===== config.mk =====
export PLATFORM = sky130hd
export DESIGN_NAME = buffet_read_arbiter
export DESIGN_NICKNAME = d
export VERILOG_FILES = /design/src/rtl/buffet_read_arbiter.sv
export SDC_FILE = /design/constraint.sdc
export NUM_CORES = 1
export LEC_CHECK = 0
export ABC_AREA = 1
export CAP_MARGIN = 20
export CORE_UTILIZATION = 31
export CTS_CLUSTER_DIAMETER = 40
export DETAILED_ROUTE_END_ITERATION = 16
export PLACE_DENSITY = 0.8
export RECOVER_POWER = 50
export SLEW_MARGIN = 30
export SYNTH_ARGS = -nofsm -noshare
export SYNTH_HDL_FRONTEND = slang
export SYNTH_SLANG_ARGS = --single-unit

===== constraint.sdc =====
create_clock -name clk -period 2.5 [get_ports clk]
set_input_delay 0.25 -clock clk [delete_from_list [all_inputs] [get_ports clk]]
set_output_delay 0.25 -clock clk [all_outputs]
set_load 0.05 [all_outputs]

===== src/rtl/buffet_read_arbiter.sv =====
// Round-robin arbiter sharing one buffet read/shrink port between two consumers,
// with an in-order tag FIFO that steers each read response back to its issuer.
//
// Lock FSM:
//   state     | meaning
//   ST_OPEN   | grant computed fresh each cycle from eligible requesters
//   ST_LOCKED | buffet stalled a request; grant frozen on lock_sel_q until accept
module buffet_read_arbiter #(
    parameter int IDX_WIDTH  = 8,
    parameter int DATA_WIDTH = 32,
    parameter int TAG_DEPTH  = 4
) (
    input  logic                             clk,
    input  logic                             reset_i,
    input  logic [IDX_WIDTH-1:0]             r0_idx,
    input  logic                             r0_idx_valid,
    input  logic                             r0_is_shrink,
    input  logic                             r0_will_update,
    output logic                             r0_idx_ready,
    output logic [DATA_WIDTH-1:0]            r0_data,
    output logic                             r0_data_valid,
    input  logic                             r0_data_ready,
    input  logic [IDX_WIDTH-1:0]             r1_idx,
    input  logic                             r1_idx_valid,
    input  logic                             r1_is_shrink,
    input  logic                             r1_will_update,
    output logic                             r1_idx_ready,
    output logic [DATA_WIDTH-1:0]            r1_data,
    output logic                             r1_data_valid,
    input  logic                             r1_data_ready,
    output logic [IDX_WIDTH-1:0]             read_idx,
    output logic                             read_idx_valid,
    input  logic                             read_idx_ready,
    output logic                             is_shrink,
    output logic                             read_will_update,
    input  logic [DATA_WIDTH-1:0]            read_data,
    input  logic                             read_data_valid,
    output logic                             read_data_ready,
    output logic [$clog2(TAG_DEPTH+1)-1:0]   outstanding_o,
    output logic                             err_o
);
    localparam int PTR_W = $clog2(TAG_DEPTH);
    localparam int CNT_W = $clog2(TAG_DEPTH + 1);

    typedef enum logic {ST_OPEN, ST_LOCKED} lock_state_t;

    lock_state_t      state_q, state_d;
    logic             lock_sel_q, lock_sel_d;
    logic             rr_ptr_q;
    logic             tag_mem [TAG_DEPTH];
    logic [PTR_W-1:0] wr_ptr_q, rd_ptr_q;
    logic [CNT_W-1:0] count_q;
    logic             err_q;

    logic fifo_full, fifo_empty, head_sel;
    logic elig0, elig1;
    logic gnt_sel, gnt_valid;
    logic req_valid, xfer, push, pop, rsp_ready;

    assign fifo_full  = (count_q == CNT_W'(TAG_DEPTH));
    assign fifo_empty = (count_q == '0);
    assign head_sel   = tag_mem[rd_ptr_q];

    // A pop in the same cycle never frees a slot for a read: eligibility looks at the registered count.
    assign elig0 = r0_idx_valid & (r0_is_shrink | ~fifo_full);
    assign elig1 = r1_idx_valid & (r1_is_shrink | ~fifo_full);

    always_comb begin
        gnt_sel   = 1'b0;
        gnt_valid = 1'b0;
        if (state_q == ST_LOCKED) begin
            gnt_sel   = lock_sel_q;
            gnt_valid = lock_sel_q ? r1_idx_valid : r0_idx_valid;
        end else if (elig0 && elig1) begin
            gnt_sel   = rr_ptr_q;
            gnt_valid = 1'b1;
        end else begin
            gnt_sel   = elig1;
            gnt_valid = elig0 | elig1;
        end
    end

    assign req_valid = gnt_valid & ~reset_i;
    assign xfer      = req_valid & read_idx_ready;

    always_comb begin
        state_d    = state_q;
        lock_sel_d = lock_sel_q;
        if (state_q == ST_OPEN) begin
            if (req_valid && !read_idx_ready) begin
                state_d    = ST_LOCKED;
                lock_sel_d = gnt_sel;
            end
        end else if (xfer) begin
            state_d = ST_OPEN;
        end
    end

    assign read_idx_valid   = req_valid;
    assign read_idx         = gnt_sel ? r1_idx : r0_idx;
    assign is_shrink        = gnt_sel ? r1_is_shrink : r0_is_shrink;
    assign read_will_update = gnt_sel ? r1_will_update : r0_will_update;
    assign r0_idx_ready     = xfer & ~gnt_sel;
    assign r1_idx_ready     = xfer & gnt_sel;
    assign push             = xfer & ~is_shrink;

    // With no tag outstanding a stray beat is accepted and dropped so the buffet cannot wedge.
    assign rsp_ready       = fifo_empty ? 1'b1 : (head_sel ? r1_data_ready : r0_data_ready);
    assign read_data_ready = rsp_ready & ~reset_i;
    assign r0_data_valid   = read_data_valid & ~fifo_empty & ~head_sel & ~reset_i;
    assign r1_data_valid   = read_data_valid & ~fifo_empty & head_sel & ~reset_i;
    assign r0_data         = read_data;
    assign r1_data         = read_data;
    assign pop             = read_data_valid & read_data_ready & ~fifo_empty;

    assign outstanding_o = count_q;
    assign err_o         = err_q;

    always_ff @(posedge clk) begin
        if (reset_i) begin
            state_q    <= ST_OPEN;
            lock_sel_q <= 1'b0;
            rr_ptr_q   <= 1'b0;
            wr_ptr_q   <= '0;
            rd_ptr_q   <= '0;
            count_q    <= '0;
            err_q      <= 1'b0;
        end else begin
            state_q    <= state_d;
            lock_sel_q <= lock_sel_d;
            if (xfer) rr_ptr_q <= ~gnt_sel;
            if (push) wr_ptr_q <= wr_ptr_q + PTR_W'(1);
            if (pop)  rd_ptr_q <= rd_ptr_q + PTR_W'(1);
            if (push && !pop)      count_q <= count_q + CNT_W'(1);
            else if (pop && !push) count_q <= count_q - CNT_W'(1);
            if (read_data_valid && fifo_empty) err_q <= 1'b1;
        end
    end

    always_ff @(posedge clk) begin
        if (push) tag_mem[wr_ptr_q] <= gnt_sel;
    end

endmodule


Word level (Yosys, flattened, before mapping)
Memory sizes are Yosys's and may differ from the RTL's. A register that Yosys moved wholly into a read port is not among the register bits. Index checks and enable logic that the tools add are counted.

Output and inout bits: 84. Register bits after elaboration: 11. Word-level logic and storage cells: 68. Input bits: 60. Memories: 1. Memory bits (writable): 4.

Memory list: tag_mem (words 4, width 1, read ports 1, clocked after memory_dff 1, write ports 1, line 50) `logic tag_mem [TAG_DEPTH];`.

Equal/unequal tests: 1. Bitwise operators: 25. Mux-type cells: 19. Add/sub/neg operators: 4. Reductions and logical operators: 11.

Operators with widths (number): bitwise AND 1 bit (15); 2-to-1 mux 1 bit (14); 2-to-1 mux 8 bit (1); inverter 1 bit (7); 2-to-1 mux 3 bit (2); logical AND 1 bit (5); adder 2 x 1 -> 2 bit (second input constant) (2); 2-to-1 mux 2 bit (2); adder 3 x 1 -> 3 bit (second input constant) (1); equality test 3 bit (second input constant) (1); zero test 1 bit (3); zero test 3 bit (1); OR 1 bit (3); subtractor 3 x 1 -> 3 bit (second input constant) (1); AND reduction 2 bit (1); nonzero test 2 bit (1).

Logic depth before layout (Yosys ltp)
Depth after elaboration: 14. Mapped depth: 17. Mapped depth without buffers: 17.

Least setup slack after synthesis
Ideal clock, no wire load.

Path kind: reg2reg. From: register count_q[0], in the netlist outstanding_o[0]. To: register count_q[2], in the netlist outstanding_o[2]. Required time: 2378 ps. Library setup time: 122 ps. Arrival time: 2427 ps. Path buffers: 0. Slack: -49 ps. Stages on the path, launching flop included: 18. Clock period less this slack: 2549 ps. Cells stage by stage: dfxtp_1 -> nor2_2 -> nand3_1 -> nand2_1 -> nor2_1 -> nand2_2 -> nand2_4 -> nand2_4 -> nand2_4 -> nand2_4 -> inv_2 -> ha_1 -> inv_1 -> fa_1 -> a21oi_1 -> o21ai_0 -> o21ai_0 -> a21oi_1.

Longest elaborated chain between the ends: 13. Elaborated cells between the ends (all ways): 32. Those cells by class: add/sub (2); eq/ne (1); mux (8); bitwise (14); reduce/logical (7).

Ends and longest elaborated chain: start: declaration (line 52) `logic [CNT_W-1:0] count_q;`; start signal: assignment (line 134) `if (push && !pop) count_q <= count_q + CNT_W'(1);`; start signal: assignment (line 135) `else if (pop && !push) count_q <= count_q - CNT_W'(1);`; equality test 3 bit (*) (line 60) `assign fifo_full = (count_q == CNT_W'(TAG_DEPTH));`; inverter 1 bit (*) (line 65, 66); OR 1 bit (on tied branches) (line 65, 66); bitwise AND 1 bit (on tied branches) (line 65, 66); OR 1 bit / logical AND 1 bit (equally long branches) (line 79, 74); 2-to-1 mux 1 bit (line 74) `end else if (elig0 && elig1) begin`; 2-to-1 mux 1 bit (line 71) `if (state_q == ST_LOCKED) begin`; bitwise AND 1 bit / 2-to-1 mux 1 bit (equally long branches) (line 83, 101); bitwise AND 1 bit / inverter 1 bit (equally long branches) (line 84, 105); bitwise AND 1 bit (*) (line 105) `assign push = xfer & ~is_shrink;`; via push (line 58) `logic req_valid, xfer, push, pop, rsp_ready;`; zero test 1 bit (line 135); logical AND 1 bit (line 135); nonzero test 2 bit (no source line).

The timed path passes the listed nets; every way through them passes the cells marked *. The select of a mux whose other input is x is not followed. A chain may end at the register's enable or synchronous reset.

Worst setup path after layout
From: input r0_idx_valid. To: register count_q[2], in the netlist outstanding_o[2].

Longest elaborated chain between the ends: 10. Elaborated cells between the ends (all ways): 18. Those cells by class: mux (7); bitwise (6); reduce/logical (5).

Ends and longest elaborated chain: start: declaration (line 16) `input logic r0_idx_valid,`; bitwise AND 1 bit (line 65) `assign elig0 = r0_idx_valid & (r0_is_shrink | ~fifo_full);`; OR 1 bit / logical AND 1 bit (equally long branches) (line 79, 74); 2-to-1 mux 1 bit (line 74); 2-to-1 mux 1 bit (line 71); bitwise AND 1 bit / 2-to-1 mux 1 bit (equally long branches) (line 83, 101); bitwise AND 1 bit / inverter 1 bit (equally long branches) (line 84, 105); bitwise AND 1 bit (*) (line 105); via push (line 58); zero test 1 bit (line 135); logical AND 1 bit (line 135); nonzero test 2 bit (no source line).

The timed path passes the listed nets; every way through them passes the cells marked *.

==> flow_results.org <==
** Status
- The run finished with clean final reports.

** Clocking
- TritonCTS sink count :: 17
- After clock tree synthesis, the clock-pin slew on the worst setup and hold paths is 0.07 ns.
- For the worst-skew pair, the clock arrives at the later sink with an insertion delay of 0.26 ns.
- The longest clock path from root to sink contains 2 buffers.
- Cell chosen for the clock root :: sky130_fd_sc_hd__clkbuf_8
- CTS built an H-tree with a depth of 1.
- Buffers inserted during clock tree synthesis total 3.
- TritonCTS built the clock tree.

** Setup path
- Crit path buf inv count :: 4
- Along the worst path, the maximum fanout reaches 3.
- Among the stages of the critical path, the cell type that occurs most often is sky130_fd_sc_hd__a21oi_1.
- The worst setup path is launched from a primary input.
- Crit path largest cell delay :: 0.52 ns
- The cell family contributing the most delay on the critical path is buffers and inverters.
- The worst setup path is captured at a register.
- Data on the critical path is required at its endpoint by 2.65 ns.
- Walking the worst path, the cells encountered are clkdlybuf4s50_1, inv_1, o21ai_1, a21oi_1, nor2_2, nand2_2, nor2_8, nand2_4, inv_2, ha_1, inv_1, fa_1, a21oi_1, o21ai_0, o21ai_1, a21oi_1.
- For this design, the slowest cell found on the critical path is sky130_fd_sc_hd__clkdlybuf4s50_1.
- The critical path is of the primary input to register type.
- At the worst endpoint, the arrival time is 2.40 ns.

** STA
- After routing, the total negative slack on setup checks comes to 0 ns.
- Shortest period the worst path allows :: 2.251 ns
- Dividing the final minimum period by the clock period gives 90.06%.
- For this run, the top clock speed supported by timing is 0.4442 GHz.
- Worst slew slack as a fraction of its limit :: 66.97%
- Across the routed clock network, the largest skew measured is 0.003197 ns.
- Number of pins exceeding their max-slew limit in the final report :: 0
- Setup violations remaining at the end of the flow were counted as 0.
- Slew at the pin closest to its max-slew limit :: 0.4939 ns
- The final count of hold timing violations came to 0.
- Setup repair after global routing left no endpoint under its margin.

** Finish
- The top cell types in the final layout, fill and taps aside, are sky130_fd_sc_hd__nand2_1 (47), sky130_fd_sc_hd__clkdlybuf4s50_1 (31), sky130_fd_sc_hd__inv_1 (22), sky130_fd_sc_hd__buf_12 (12), sky130_fd_sc_hd__buf_4 (12).
- Most frequent standard cell in the layout excluding fill and tap cells :: sky130_fd_sc_hd__nand2_1
- In the final layout, the multi-input gates occupy 600.6 um2.
- Once layout is complete, the utilization of the core stands at 38.69%.
- Count of fill cells added during filler insertion :: 485
- The area growth from synthesis to layout is 17.83%.
- Share of cells above drive strength 1 :: 23.47%
- Nets@finish :: 280
- Combined flip-flop and latch cell area :: 382.9 um2
- Diodes inserted :: 0

** Yosys
- Number of distinct standard cells referenced by the synthesized netlist :: 21
- Syn Inst Count :: 220
- Number of register bits inferred by synthesis :: 17
- After synthesis, flip-flops and latches occupy 24.20% of the total area.
- For this run, the number of Yosys warnings is 0.
- Total nets after synthesis :: 286
- Averaged over all synthesized cells, the footprint is 7.143 um2.
- The mapped netlist covers 1572 um2.

** Drt
- The detail route stage leaves a number of antenna-violating nets equal to 0.
- The final layout contains routed wiring with a total length of 2624 um.
- The first TritonRoute pass finished after 4 iterations.
- After detailed routing, the number of remaining DRC violations is 0.
- Mean number of vias per cell :: 4.086
- Dividing the detail-routed wire length by the instance count gives 9.371 um.
- Overall via count from detail_route :: 1144
- After the first detailed-routing iteration, the DRC count stood at 23.

** Floorplan
- Number of I/O pins :: 144
- The floorplan has 25 rows.
- For this configuration, the core starts out at a cell density of 32.84%.
- Vert. Die Dim :: 73.20 um
- The die covers 5358 um2.
- The floorplan step defined a core boundary enclosing 4786 um2.
- Die width :: 73.20 um

** Global routing
- Global-route wire length before repair :: 4685 um
- Entering global routing, the biggest net connects 17 pins.
- Grt met3 use :: 5.939%
- Met1 global-route usage :: 12.23%
- GR peak layer :: met2
- Total grt overflow :: 0
- Initial antenna violation count :: 0
- Number of global-route vias before repair :: 1153
- Global-route usage over all layers :: 11.46%
- GRT met2 Usage :: 17.90%

** Worst hold path
- Path type of the worst min-delay path :: register to register

** Flow run
- The tool flagged a number of max-cap violations equal to 0.

** Placement
- IO buf count :: 47
- Final weighted congestion of routability-driven global placement :: 0.7248
- Once detailed placement completed, the half-perimeter wirelength came to 2206 um.

** Power and ir drop
- Cell leakage power :: 0.8621 nW
- Power density over the cells :: 499.7 nW/um2
- The worst-case IR drop observed on VDD is 283.1 uV.
==> report_power, final <==
part / internal [W] / switching, W
Sequential: 0.000296 / 0.0000129
Clock: 0.000111 / 0.0000980
Combinational: 0.000180 / 0.000227
Total: 0.000587 / 0.000338
==> logic make-up (layout without fill, tap and decap cells) <==
kind of cell	count (synthesis)	after routing	share of synthesized area [%]
XOR/XNOR	1	1	0.5574
AO/OA/AOI/OAI	20	20	6.529
flip-flops	17	17	24.20
buffers and inverters	92	85	37.58
AND/OR/NAND/NOR	84	84	25.88
adder cells (fa/ha/maj)	6	6	5.255
==> area by class of cell <==
class / count / area share, %
clock inverters: 1 / 0.2703
multi-input cells: 111 / 32.43
repair buffers: 55 / 34.59
flip-flops and latches: 17 / 20.68
well taps: 67 / 4.527
clock buffers: 3 / 2.230
inverters: 26 / 5.270
==> tightest hold or removal path, cell delays in order, from the launching register on <==
cell,delay [ns]
sky130_fd_sc_hd__dfxtp_1,0.33
sky130_fd_sc_hd__nand2_1,0.05
sky130_fd_sc_hd__o21ai_0,0.05
==> routing by layer <==
layer | wire length, um | vias to the layer above
li1 | - | 596
met1 | 1031 | 470
met2 | 1169 | 63
met3 | 327 | 15
met4 | 96 | 0
met5 | 0 | -
==> through the flow <==
stage                      power, W  setup slack, ns  cells  area, um2  hold WS [ns]
after floorplan           0.0008106          0.08398    220       1574        0.3191
after global placement    0.0007211          0.02318    276       1805        0.4435
after detailed placement  0.0007261         -0.06739    276       1805        0.4507
after CTS                 0.0009395           0.2165    280       1852        0.4691
after global routing      0.0009827         0.003162    280       1852        0.4879
final                     0.0009254           0.2486    280       1852        0.4589
==> Yosys cell counts <==
library cell | instances | area share, %
sky130_fd_sc_hd__buf_4 | 65 | 31
sky130_fd_sc_hd__nand2_1 | 47 | 11
sky130_fd_sc_hd__inv_1 | 22 | 5.3
sky130_fd_sc_hd__dfxtp_1 | 13 | 17
sky130_fd_sc_hd__a21oi_1 | 11 | 3.5
sky130_fd_sc_hd__nand3_1 | 11 | 3.5
sky130_fd_sc_hd__nor2_1 | 9 | 2.1
sky130_fd_sc_hd__nor2_2 | 8 | 3.2
sky130_fd_sc_hd__o21ai_0 | 6 | 1.9
sky130_fd_sc_hd__ha_1 | 5 | 4.0
sky130_fd_sc_hd__edfxtp_1 | 4 | 7.6
sky130_fd_sc_hd__inv_2 | 4 | 0.96
sky130_fd_sc_hd__nand2_4 | 4 | 2.9
sky130_fd_sc_hd__nand2_2 | 3 | 1.2
sky130_fd_sc_hd__o21ai_1 | 2 | 0.64
sky130_fd_sc_hd__buf_2 | 1 | 0.32
sky130_fd_sc_hd__fa_1 | 1 | 1.3
sky130_fd_sc_hd__nand3b_1 | 1 | 0.48
sky130_fd_sc_hd__nor2_8 | 1 | 1.3
sky130_fd_sc_hd__o21a_1 | 1 | 0.48
sky130_fd_sc_hd__xor2_1 | 1 | 0.56
==> final timing paths <==
path                    start               end  slack (ns)  cells after the start
min reg2reg             err_o             err_o        0.46                      2
max reg2reg  outstanding_o[0]  outstanding_o[2]        0.27                     16
min                     err_o             err_o        0.46                      2
max              r0_idx_valid  outstanding_o[2]        0.25                     16
==> what timing repair did <==
item                       in CTS  in global routing
setup endpoints to repair       0                  1
hold buffers                    0                  0
gates resized for setup         0                  1
buffers inserted                0                  0
No activity file was read; power rests on OpenSTA's default activity.
